<file path="config.mk">
export PLATFORM = sky130hd
export DESIGN_NAME = multicycle_sequencer_flat
export DESIGN_NICKNAME = d
export VERILOG_FILES = /design/src/rtl/multicycle_sequencer_if.sv /design/src/rtl/multicycle_sequencer.sv /design/src/flat_wrapper.sv
export SDC_FILE = /design/constraint.sdc
export NUM_CORES = 1
export LEC_CHECK = 0
export ABC_AREA = 1
export BUFFER_PORTS_ARGS = -buffer_cell sky130_fd_sc_hd__buf_4
export CELL_PAD_IN_SITES_DETAIL_PLACEMENT = 1
export CELL_PAD_IN_SITES_GLOBAL_PLACEMENT = 1
export CORE_MARGIN = 4
export CORE_UTILIZATION = 30
export CTS_CLUSTER_DIAMETER = 50
export DETAILED_ROUTE_END_ITERATION = 10
export GPL_TIMING_DRIVEN = 0
export PLACE_DENSITY = 0.67
export SLEW_MARGIN = 20
export SYNTH_ARGS = -nofsm -noshare
export SYNTH_HDL_FRONTEND = slang
export SYNTH_SLANG_ARGS = --single-unit
</file>
<file path="constraint.sdc">
create_clock -name clk -period 1.5 [get_ports clk]
set_input_delay 0.3 -clock clk [delete_from_list [all_inputs] [get_ports clk]]
set_output_delay 0.3 -clock clk [all_outputs]
set_load 0.02 [all_outputs]
</file>
<file path="src/rtl/multicycle_sequencer_if.sv">
// Control bundle between the multi-cycle sequencer (master) and the MIPS-subset datapath (slave).
interface multicycle_sequencer_if #(
  parameter int CNT_W = 32
);
  logic [5:0]       opcode;
  logic [5:0]       funct;
  logic             zero;
  logic             mem_ready;
  logic             pc_write;
  logic [1:0]       pc_src;
  logic             ir_write;
  logic             mem_read;
  logic             mem_write;
  logic             mem_addr_sel;
  logic             reg_write;
  logic             link_to_pc;
  logic             mem_to_reg;
  logic             alu_src;
  logic [2:0]       alu_command;
  logic [2:0]       state;
  logic             illegal;
  logic             bus_error;
  logic [CNT_W-1:0] instret;

  modport master (
    input  opcode, funct, zero, mem_ready,
    output pc_write, pc_src, ir_write, mem_read, mem_write, mem_addr_sel,
           reg_write, link_to_pc, mem_to_reg, alu_src, alu_command,
           state, illegal, bus_error, instret
  );

  modport slave (
    output opcode, funct, zero, mem_ready,
    input  pc_write, pc_src, ir_write, mem_read, mem_write, mem_addr_sel,
           reg_write, link_to_pc, mem_to_reg, alu_src, alu_command,
           state, illegal, bus_error, instret
  );
endinterface

</file>
<file path="src/rtl/multicycle_sequencer.sv">
// Multi-cycle control FSM: FETCH/DECODE/EXEC/MEM/WB over a shared ALU and memory port,
// with retired-instruction counting and sticky illegal-encoding / memory-timeout traps.
module multicycle_sequencer #(
  parameter int MEM_TIMEOUT = 16,
  parameter int CNT_W       = 32
) (
  input logic                    clk,
  input logic                    reset,
  multicycle_sequencer_if.master bus
);

  localparam logic [5:0] OP_RTYPE = 6'h00;
  localparam logic [5:0] OP_J     = 6'h02;
  localparam logic [5:0] OP_JAL   = 6'h03;
  localparam logic [5:0] OP_BNE   = 6'h05;
  localparam logic [5:0] OP_ADDI  = 6'h08;
  localparam logic [5:0] OP_XORI  = 6'h0e;
  localparam logic [5:0] OP_LW    = 6'h23;
  localparam logic [5:0] OP_SW    = 6'h2b;
  localparam logic [5:0] FN_JR    = 6'h08;
  localparam logic [5:0] FN_ADD   = 6'h20;
  localparam logic [5:0] FN_SUB   = 6'h22;
  localparam logic [5:0] FN_SLT   = 6'h2a;

  localparam logic [2:0] ALU_ADD = 3'b000;
  localparam logic [2:0] ALU_SUB = 3'b001;
  localparam logic [2:0] ALU_SLT = 3'b010;
  localparam logic [2:0] ALU_XOR = 3'b011;

  localparam logic [7:0] WAIT_LAST = 8'(MEM_TIMEOUT - 1);

  typedef enum logic [2:0] {
    FETCH  = 3'd0,
    DECODE = 3'd1,
    EXEC   = 3'd2,
    MEM    = 3'd3,
    WB     = 3'd4,
    TRAP   = 3'd5
  } state_t;

  state_t           state_q, state_d;
  logic [5:0]       op_q, fn_q;
  logic [7:0]       wait_q, wait_d;
  logic             illegal_q, bus_error_q;
  logic [CNT_W-1:0] instret_q;
  logic             retire, set_illegal, set_bus_error;

  logic       pc_write, ir_write, mem_read, mem_write, mem_addr_sel;
  logic       reg_write, link_to_pc, mem_to_reg, alu_src;
  logic [1:0] pc_src;
  logic [2:0] alu_command;

  function automatic logic is_legal(input logic [5:0] op, input logic [5:0] fn);
    logic ok;
    case (op)
      OP_RTYPE: ok = (fn == FN_JR) || (fn == FN_ADD) || (fn == FN_SUB) || (fn == FN_SLT);
      OP_J, OP_JAL, OP_BNE, OP_ADDI, OP_XORI, OP_LW, OP_SW: ok = 1'b1;
      default:  ok = 1'b0;
    endcase
    return ok;
  endfunction

  function automatic logic [2:0] rtype_alu(input logic [5:0] fn);
    logic [2:0] cmd;
    case (fn)
      FN_SUB:  cmd = ALU_SUB;
      FN_SLT:  cmd = ALU_SLT;
      default: cmd = ALU_ADD;
    endcase
    return cmd;
  endfunction

  always_ff @(posedge clk) begin
    if (reset) begin
      state_q     <= FETCH;
      wait_q      <= 8'd0;
      illegal_q   <= 1'b0;
      bus_error_q <= 1'b0;
      instret_q   <= '0;
      op_q        <= 6'd0;
      fn_q        <= 6'd0;
    end else begin
      state_q <= state_d;
      wait_q  <= wait_d;
      if (state_q == DECODE) begin
        op_q <= bus.opcode;
        fn_q <= bus.funct;
      end
      if (set_illegal)   illegal_q   <= 1'b1;
      if (set_bus_error) bus_error_q <= 1'b1;
      if (retire)        instret_q   <= instret_q + CNT_W'(1);
    end
  end

  always_comb begin
    state_d       = state_q;
    wait_d        = 8'd0;
    retire        = 1'b0;
    set_illegal   = 1'b0;
    set_bus_error = 1'b0;
    pc_write      = 1'b0;
    pc_src        = 2'b00;
    ir_write      = 1'b0;
    mem_read      = 1'b0;
    mem_write     = 1'b0;
    mem_addr_sel  = 1'b0;
    reg_write     = 1'b0;
    link_to_pc    = 1'b0;
    mem_to_reg    = 1'b0;
    alu_src       = 1'b0;
    alu_command   = ALU_ADD;

    case (state_q)
      FETCH: begin
        mem_read = 1'b1;
        if (bus.mem_ready) begin
          ir_write = 1'b1;
          pc_write = 1'b1;
          state_d  = DECODE;
        end else begin
          wait_d = wait_q + 8'd1;
          if (wait_q == WAIT_LAST) begin
            set_bus_error = 1'b1;
            state_d       = TRAP;
          end
        end
      end
      DECODE: begin
        if (is_legal(bus.opcode, bus.funct)) state_d = EXEC;
        else begin
          set_illegal = 1'b1;
          state_d     = TRAP;
        end
      end
      EXEC: begin
        state_d = FETCH;
        case (op_q)
          OP_J: begin
            pc_write = 1'b1;
            pc_src   = 2'b10;
            retire   = 1'b1;
          end
          OP_JAL: begin
            pc_write   = 1'b1;
            pc_src     = 2'b10;
            reg_write  = 1'b1;
            link_to_pc = 1'b1;
            retire     = 1'b1;
          end
          OP_BNE: begin
            alu_command = ALU_SUB;
            retire      = 1'b1;
            if (!bus.zero) begin
              pc_write = 1'b1;
              pc_src   = 2'b01;
            end
          end
          OP_RTYPE: begin
            if (fn_q == FN_JR) begin
              pc_write = 1'b1;
              pc_src   = 2'b11;
              retire   = 1'b1;
            end else begin
              alu_command = rtype_alu(fn_q);
              state_d     = WB;
            end
          end
          OP_ADDI: begin
            alu_src = 1'b1;
            state_d = WB;
          end
          OP_XORI: begin
            alu_src     = 1'b1;
            alu_command = ALU_XOR;
            state_d     = WB;
          end
          OP_LW, OP_SW: begin
            alu_src = 1'b1;
            state_d = MEM;
          end
          default: state_d = FETCH;
        endcase
      end
      MEM: begin
        mem_addr_sel = 1'b1;
        alu_src      = 1'b1;
        mem_read     = (op_q == OP_LW);
        mem_write    = (op_q == OP_SW);
        if (bus.mem_ready) begin
          if (op_q == OP_LW) state_d = WB;
          else begin
            retire  = 1'b1;
            state_d = FETCH;
          end
        end else begin
          wait_d = wait_q + 8'd1;
          if (wait_q == WAIT_LAST) begin
            set_bus_error = 1'b1;
            state_d       = TRAP;
          end
        end
      end
      WB: begin
        reg_write = 1'b1;
        retire    = 1'b1;
        state_d   = FETCH;
        if (op_q == OP_LW) mem_to_reg = 1'b1;
        else if (op_q == OP_RTYPE) alu_command = rtype_alu(fn_q);
        else if (op_q == OP_ADDI) alu_src = 1'b1;
        else if (op_q == OP_XORI) begin
          alu_src     = 1'b1;
          alu_command = ALU_XOR;
        end
      end
      default: state_d = TRAP;
    endcase

    // Reset aborts whatever is in flight: no strobe may reach the datapath this cycle.
    if (reset) begin
      pc_write     = 1'b0;
      pc_src       = 2'b00;
      ir_write     = 1'b0;
      mem_read     = 1'b0;
      mem_write    = 1'b0;
      mem_addr_sel = 1'b0;
      reg_write    = 1'b0;
      link_to_pc   = 1'b0;
      mem_to_reg   = 1'b0;
      alu_src      = 1'b0;
      alu_command  = ALU_ADD;
    end
  end

  assign bus.pc_write     = pc_write;
  assign bus.pc_src       = pc_src;
  assign bus.ir_write     = ir_write;
  assign bus.mem_read     = mem_read;
  assign bus.mem_write    = mem_write;
  assign bus.mem_addr_sel = mem_addr_sel;
  assign bus.reg_write    = reg_write;
  assign bus.link_to_pc   = link_to_pc;
  assign bus.mem_to_reg   = mem_to_reg;
  assign bus.alu_src      = alu_src;
  assign bus.alu_command  = alu_command;
  assign bus.state        = state_q;
  assign bus.illegal      = illegal_q;
  assign bus.bus_error    = bus_error_q;
  assign bus.instret      = instret_q;

endmodule

</file>
<file path="src/flat_wrapper.sv">
// flat-port wrapper written by rule: the top's interface ports become plain ports
module multicycle_sequencer_flat 
#(
  parameter int MEM_TIMEOUT = 16,
  parameter int CNT_W       = 32
)
  (clk, reset, bus_opcode, bus_funct, bus_zero, bus_mem_ready, bus_pc_write, bus_pc_src, bus_ir_write, bus_mem_read, bus_mem_write, bus_mem_addr_sel, bus_reg_write, bus_link_to_pc, bus_mem_to_reg, bus_alu_src, bus_alu_command, bus_state, bus_illegal, bus_bus_error, bus_instret);
  multicycle_sequencer_if #(.CNT_W(CNT_W)) bus_i ();
  input logic clk;
  input logic reset;
  input wire logic [$bits(bus_i.opcode)-1:0] bus_opcode;
  input wire logic [$bits(bus_i.funct)-1:0] bus_funct;
  input wire logic [$bits(bus_i.zero)-1:0] bus_zero;
  input wire logic [$bits(bus_i.mem_ready)-1:0] bus_mem_ready;
  output wire logic [$bits(bus_i.pc_write)-1:0] bus_pc_write;
  output wire logic [$bits(bus_i.pc_src)-1:0] bus_pc_src;
  output wire logic [$bits(bus_i.ir_write)-1:0] bus_ir_write;
  output wire logic [$bits(bus_i.mem_read)-1:0] bus_mem_read;
  output wire logic [$bits(bus_i.mem_write)-1:0] bus_mem_write;
  output wire logic [$bits(bus_i.mem_addr_sel)-1:0] bus_mem_addr_sel;
  output wire logic [$bits(bus_i.reg_write)-1:0] bus_reg_write;
  output wire logic [$bits(bus_i.link_to_pc)-1:0] bus_link_to_pc;
  output wire logic [$bits(bus_i.mem_to_reg)-1:0] bus_mem_to_reg;
  output wire logic [$bits(bus_i.alu_src)-1:0] bus_alu_src;
  output wire logic [$bits(bus_i.alu_command)-1:0] bus_alu_command;
  output wire logic [$bits(bus_i.state)-1:0] bus_state;
  output wire logic [$bits(bus_i.illegal)-1:0] bus_illegal;
  output wire logic [$bits(bus_i.bus_error)-1:0] bus_bus_error;
  output wire logic [$bits(bus_i.instret)-1:0] bus_instret;
  assign bus_i.opcode = bus_opcode;
  assign bus_i.funct = bus_funct;
  assign bus_i.zero = bus_zero;
  assign bus_i.mem_ready = bus_mem_ready;
  assign bus_pc_write = bus_i.pc_write;
  assign bus_pc_src = bus_i.pc_src;
  assign bus_ir_write = bus_i.ir_write;
  assign bus_mem_read = bus_i.mem_read;
  assign bus_mem_write = bus_i.mem_write;
  assign bus_mem_addr_sel = bus_i.mem_addr_sel;
  assign bus_reg_write = bus_i.reg_write;
  assign bus_link_to_pc = bus_i.link_to_pc;
  assign bus_mem_to_reg = bus_i.mem_to_reg;
  assign bus_alu_src = bus_i.alu_src;
  assign bus_alu_command = bus_i.alu_command;
  assign bus_state = bus_i.state;
  assign bus_illegal = bus_i.illegal;
  assign bus_bus_error = bus_i.bus_error;
  assign bus_instret = bus_i.instret;
  multicycle_sequencer #(.MEM_TIMEOUT(MEM_TIMEOUT), .CNT_W(CNT_W)) u_core (.clk(clk), .reset(reset), .bus(bus_i));
endmodule
</file>
==> out/summary.txt <==
Routability-driven placement congestion ratio -> 0.829
Maximum buffer depth of the clock tree -> 2
Layout filler cell count -> 1420
Global-route wire length before repair -> 22900 um
Number of placed I/O pins -> 67
Final #Nets -> 702
Post-placement cell area -> 0.00429 sq mm
Post-synth net total -> 585
Max_slew headroom -> 0.444
Maximum frequency from static timing analysis -> 519 MHz
Slack of the critical path -> -0.425 ns
Worst flop-to-flop path endpoint -> u_core.bus.instret[14]
Final sum of negative setup slack -> -14.10 ns
Violated checks -> setup timing
Maximum level of the CTS H-tree -> 3
Number of standard cells in the layout, taps in and fillers out -> 831
Mean instance size in the synthesized netlist -> 6.27 sq um
Maximum clock skew at final layout -> 0.0115 ns
Number of placed cells counting well taps -> 774
Top Family by Delay on Critical Path -> simple AND/OR/NAND/NOR gates
Startpoint Class -> register
Count of buffering cells on the critical path with inverters included -> 3
CTS Hold Bufs -> 0
Synthesis-to-finish area growth -> 65.0%
Ys Warns -> 0
Worst-skew pair later-pin latency -> 0.34 ns
Critical register-to-register path startpoint -> u_core.op_q[2]
FF+latch count, synth -> 57
Total clock buffers created by CTS -> 9
Most numerous cell on the critical path -> nor2_4
Setup Slack @ Placement -> -0.336 ns
Simple logic cell fraction of the synthesized area -> 0.429
Maximum fanout along the worst path -> 5
Number of enable-type register cells in the synthesized netlist -> 0
Via count -> 4234
Combinational cell fraction of total power -> 0.294
Die area -> 0.0137 sq mm
Clock-pin slew reported for the worst setup and hold paths after clock tree synthesis -> 0.06 ns
Remaining design rule violation count -> 0
Classification of the worst-slack hold path -> in2reg
Sequential cell area -> 0.00118 sq mm
Sequential share of power -> 0.328
Int Pwr -> 3650 uW
Yosys top cell area share -> 0.321
Largest net degree at the start of global routing -> 11
Path length in cells of the critical path -> 8
Sw Share -> 0.323
Clock root cell -> clkbuf_16
Fraction of layout instances using a drive strength above 1 -> 0.423
Maximum capacitance violations -> 0
Most frequently used flop master after synthesis -> dfxtp_1
Multiplexer share of the synthesized area -> 0
CP Capture Point -> bus_reg_write
Maximum single-stage delay on the critical path -> 0.40 ns
Routed length per placed instance -> 17.2 um
Actual slew at the worst max-slew pin -> 0.834 ns
Via count of the first global-routing pass -> 4533
Power density over cell area -> 919 mW/mm^2
Asr flop ratio synth -> 0
Number of clock sinks -> 57
Depth of the worst register-to-register path -> 12
I/O Buffers -> 64
Initial antenna violation count -> 0
Antenna violation net count after detailed routing -> 0
Part of the Yosys area used for sequential elements -> 0.321
Post-detailed-route via-to-cell ratio -> 5.10
Final-report setup violation count -> 46
Hold violation count in the final report -> 0
Cell with the largest stage delay on the worst path -> dfxtp_4
Start-to-end type of the worst setup path -> reg2out
Chip Height -> 117 um
Post-synthesis instance area -> 0.00356 sq mm
Antenna diode count -> 0
Synth Area in XOR/XNOR -> 0.0443
Core ar. -> 0.0115 sq mm
Leading cell types in the layout, fill and taps excluded -> nand2_1 (133), buf_4 (82), nor2_1 (76), dfxtp_1 (46), a21oi_2 (34)
Total routing usage reported by global routing -> 0.216
Combinational family with the most area after synthesis -> simple AND/OR/NAND/NOR gates
Time the worst path needs with I/O delays and setup -> 1.93 ns
Power share of the clock group -> 0.378
Post-detailed-placement half-perimeter wirelength -> 9490 um
Final std cell area, no fill -> 0.00587 sq mm
Run status -> complete, but fails checks
Crit path capture type -> output pin
Count of cell types in the netlist -> 34
Global-route congestion overflow total -> 0
Tcrit/Tclk final -> 1.28
Most common library cell in the layout ignoring fill and taps -> nand2_1
Count of final max-slew check failures -> 0
First drt pass iteration count -> 4
Clock tree from TritonCTS -> done
Chip Width -> 117 um
Number of placement rows -> 39
RSZ-0062 raised after global routing -> yes
1st-iter DRT viols -> 114
Worst reg-to-reg setup slack -> -0.35 ns
Fraction of the mapped netlist area in compound gates -> 0.118
Biggest area consumer among synthesized cells -> dfxtp_1
Cell types with the largest area share after synthesis -> dfxtp_1 (32%), nand2_1 (18%), nor2_1 (9.9%)
Initial core utilization -> 0.309
Area share of fa/ha/maj cells after synthesis -> 0.00703
Ordered cell list for the critical path -> nand2_4, nor2_4, inv_2, nor2_4, inv_4, nor3_4, or2_4, buf_6
Max VDD drop -> 514 uV
Pleak -> 0.00257 uW
Switching power -> 1750 uW
Data required time at the worst endpoint -> 1.20 ns
Total area of multi-input combinational cells -> 0.00288 sq mm
Syn Inst Count -> 567
Worst EP arrival -> 1.63 ns
Start point of the critical path -> u_core.bus.state[1]
Routed wire length -> 14300 um
-- repair_timing --
| action | in CTS | in global routing |
|---|---|---|
| gates cloned | 7 | 0 |
| endpoints found under the setup margin | 45 | 70 |
| resized for setup | 142 | 94 |
| buffers inserted | 25 | 14 |
| pin swaps | 36 | 30 |
-- how the worst min path moves through the flow --
| stage | start | to | depth (start not counted) |
|---|---|---|---|
| floorplan | u_core.wait_q[0] | u_core.wait_q[0] | 1 |
| finish | bus_funct[0] | u_core.fn_q[0] | 3 |
| detailed placement | u_core.wait_q[0] | u_core.wait_q[0] | 1 |
| global route | bus_funct[0] | u_core.fn_q[0] | 3 |
| global placement | u_core.wait_q[0] | u_core.wait_q[0] | 1 |
| CTS | bus_funct[4] | u_core.fn_q[4] | 3 |
-- power by group through the flow --
stage	clock [uW]	sequential, uW	combinational [uW]
after floorplan	0	1750	543
after global placement	0	1750	797
after detailed placement	0	1750	818
after CTS	2070	1750	1380
after global routing	2140	1780	1690
final	2040	1770	1590
-- cell usage after synthesis, types with 3 or more instances --
cell type and instances:
nor2_1 94, dfxtp_1 57, nor2_2 4, nand3_2 3, a21oi_1 50, nand3_1 47
xnor2_1 6, nor3_1 9, buf_4 6, o21ai_0 19, nand4_1 5, buf_6 4
clkbuf_1 6, xor2_1 12, inv_1 41, nand3b_1 15, nand2_1 167
-- stage by stage --
stage / power, uW / hold WS [ns] / util
after floorplan: 2290 / 0.418 / -
after global placement: 2540 / 0.435 / 0.373
after detailed placement: 2570 / 0.441 / 0.373
after CTS: 5200 / 0.206 / 0.475
after global routing: 5620 / 0.217 / 0.510
final: 5400 / 0.207 / 0.510
-- sequential cells by signal (all words and copies together), names as in the netlist --
name                  flops
u_core.wait_q             8
u_core.fn_q               6
u_core.bus.bus_error      1
u_core.bus.state          3
u_core.op_q               6
u_core.bus.illegal        1
u_core.bus.instret       32
-- area by class of cell --
class,count,area share
Tap cell,143,0.0305
Sequential cell,57,0.201
Buffer,17,0.0266
Clock inverter,2,0.00171
Multi-Input combinational cell,450,0.490
Clock buffer,13,0.0480
Inverter,43,0.0296
Timing Repair Buffer,106,0.173
-- metal layers --
| metal | track usage | part of all wire | wire length (um) | vias up |
|---|---|---|---|---|
| met3 | 0.0380 | 0.032 | 460 | 22 |
| li1 | - | - | - | 2093 |
| met5 | 0 | 0 | 0 | - |
| met2 | 0.381 | 0.52 | 7510 | 73 |
| met1 | 0.257 | 0.42 | 6030 | 2046 |
| met4 | 0.0940 | 0.023 | 326 | 0 |
-- tightest hold or removal path, stage by stage --
cell and delay (ns):
buf_4 0.08, nor2_1 0.04, nor2_1 0.09
-- cells by family after synthesis --
logic type               Yosys count
flip-flops                        57
AO/OA/AOI/OAI                     78
other                              1
adder cells (fa/ha/maj)            2
buffers and inverters             61
XOR/XNOR                          18
AND/OR/NAND/NOR                  350
(Power assumes the default switching activity.)
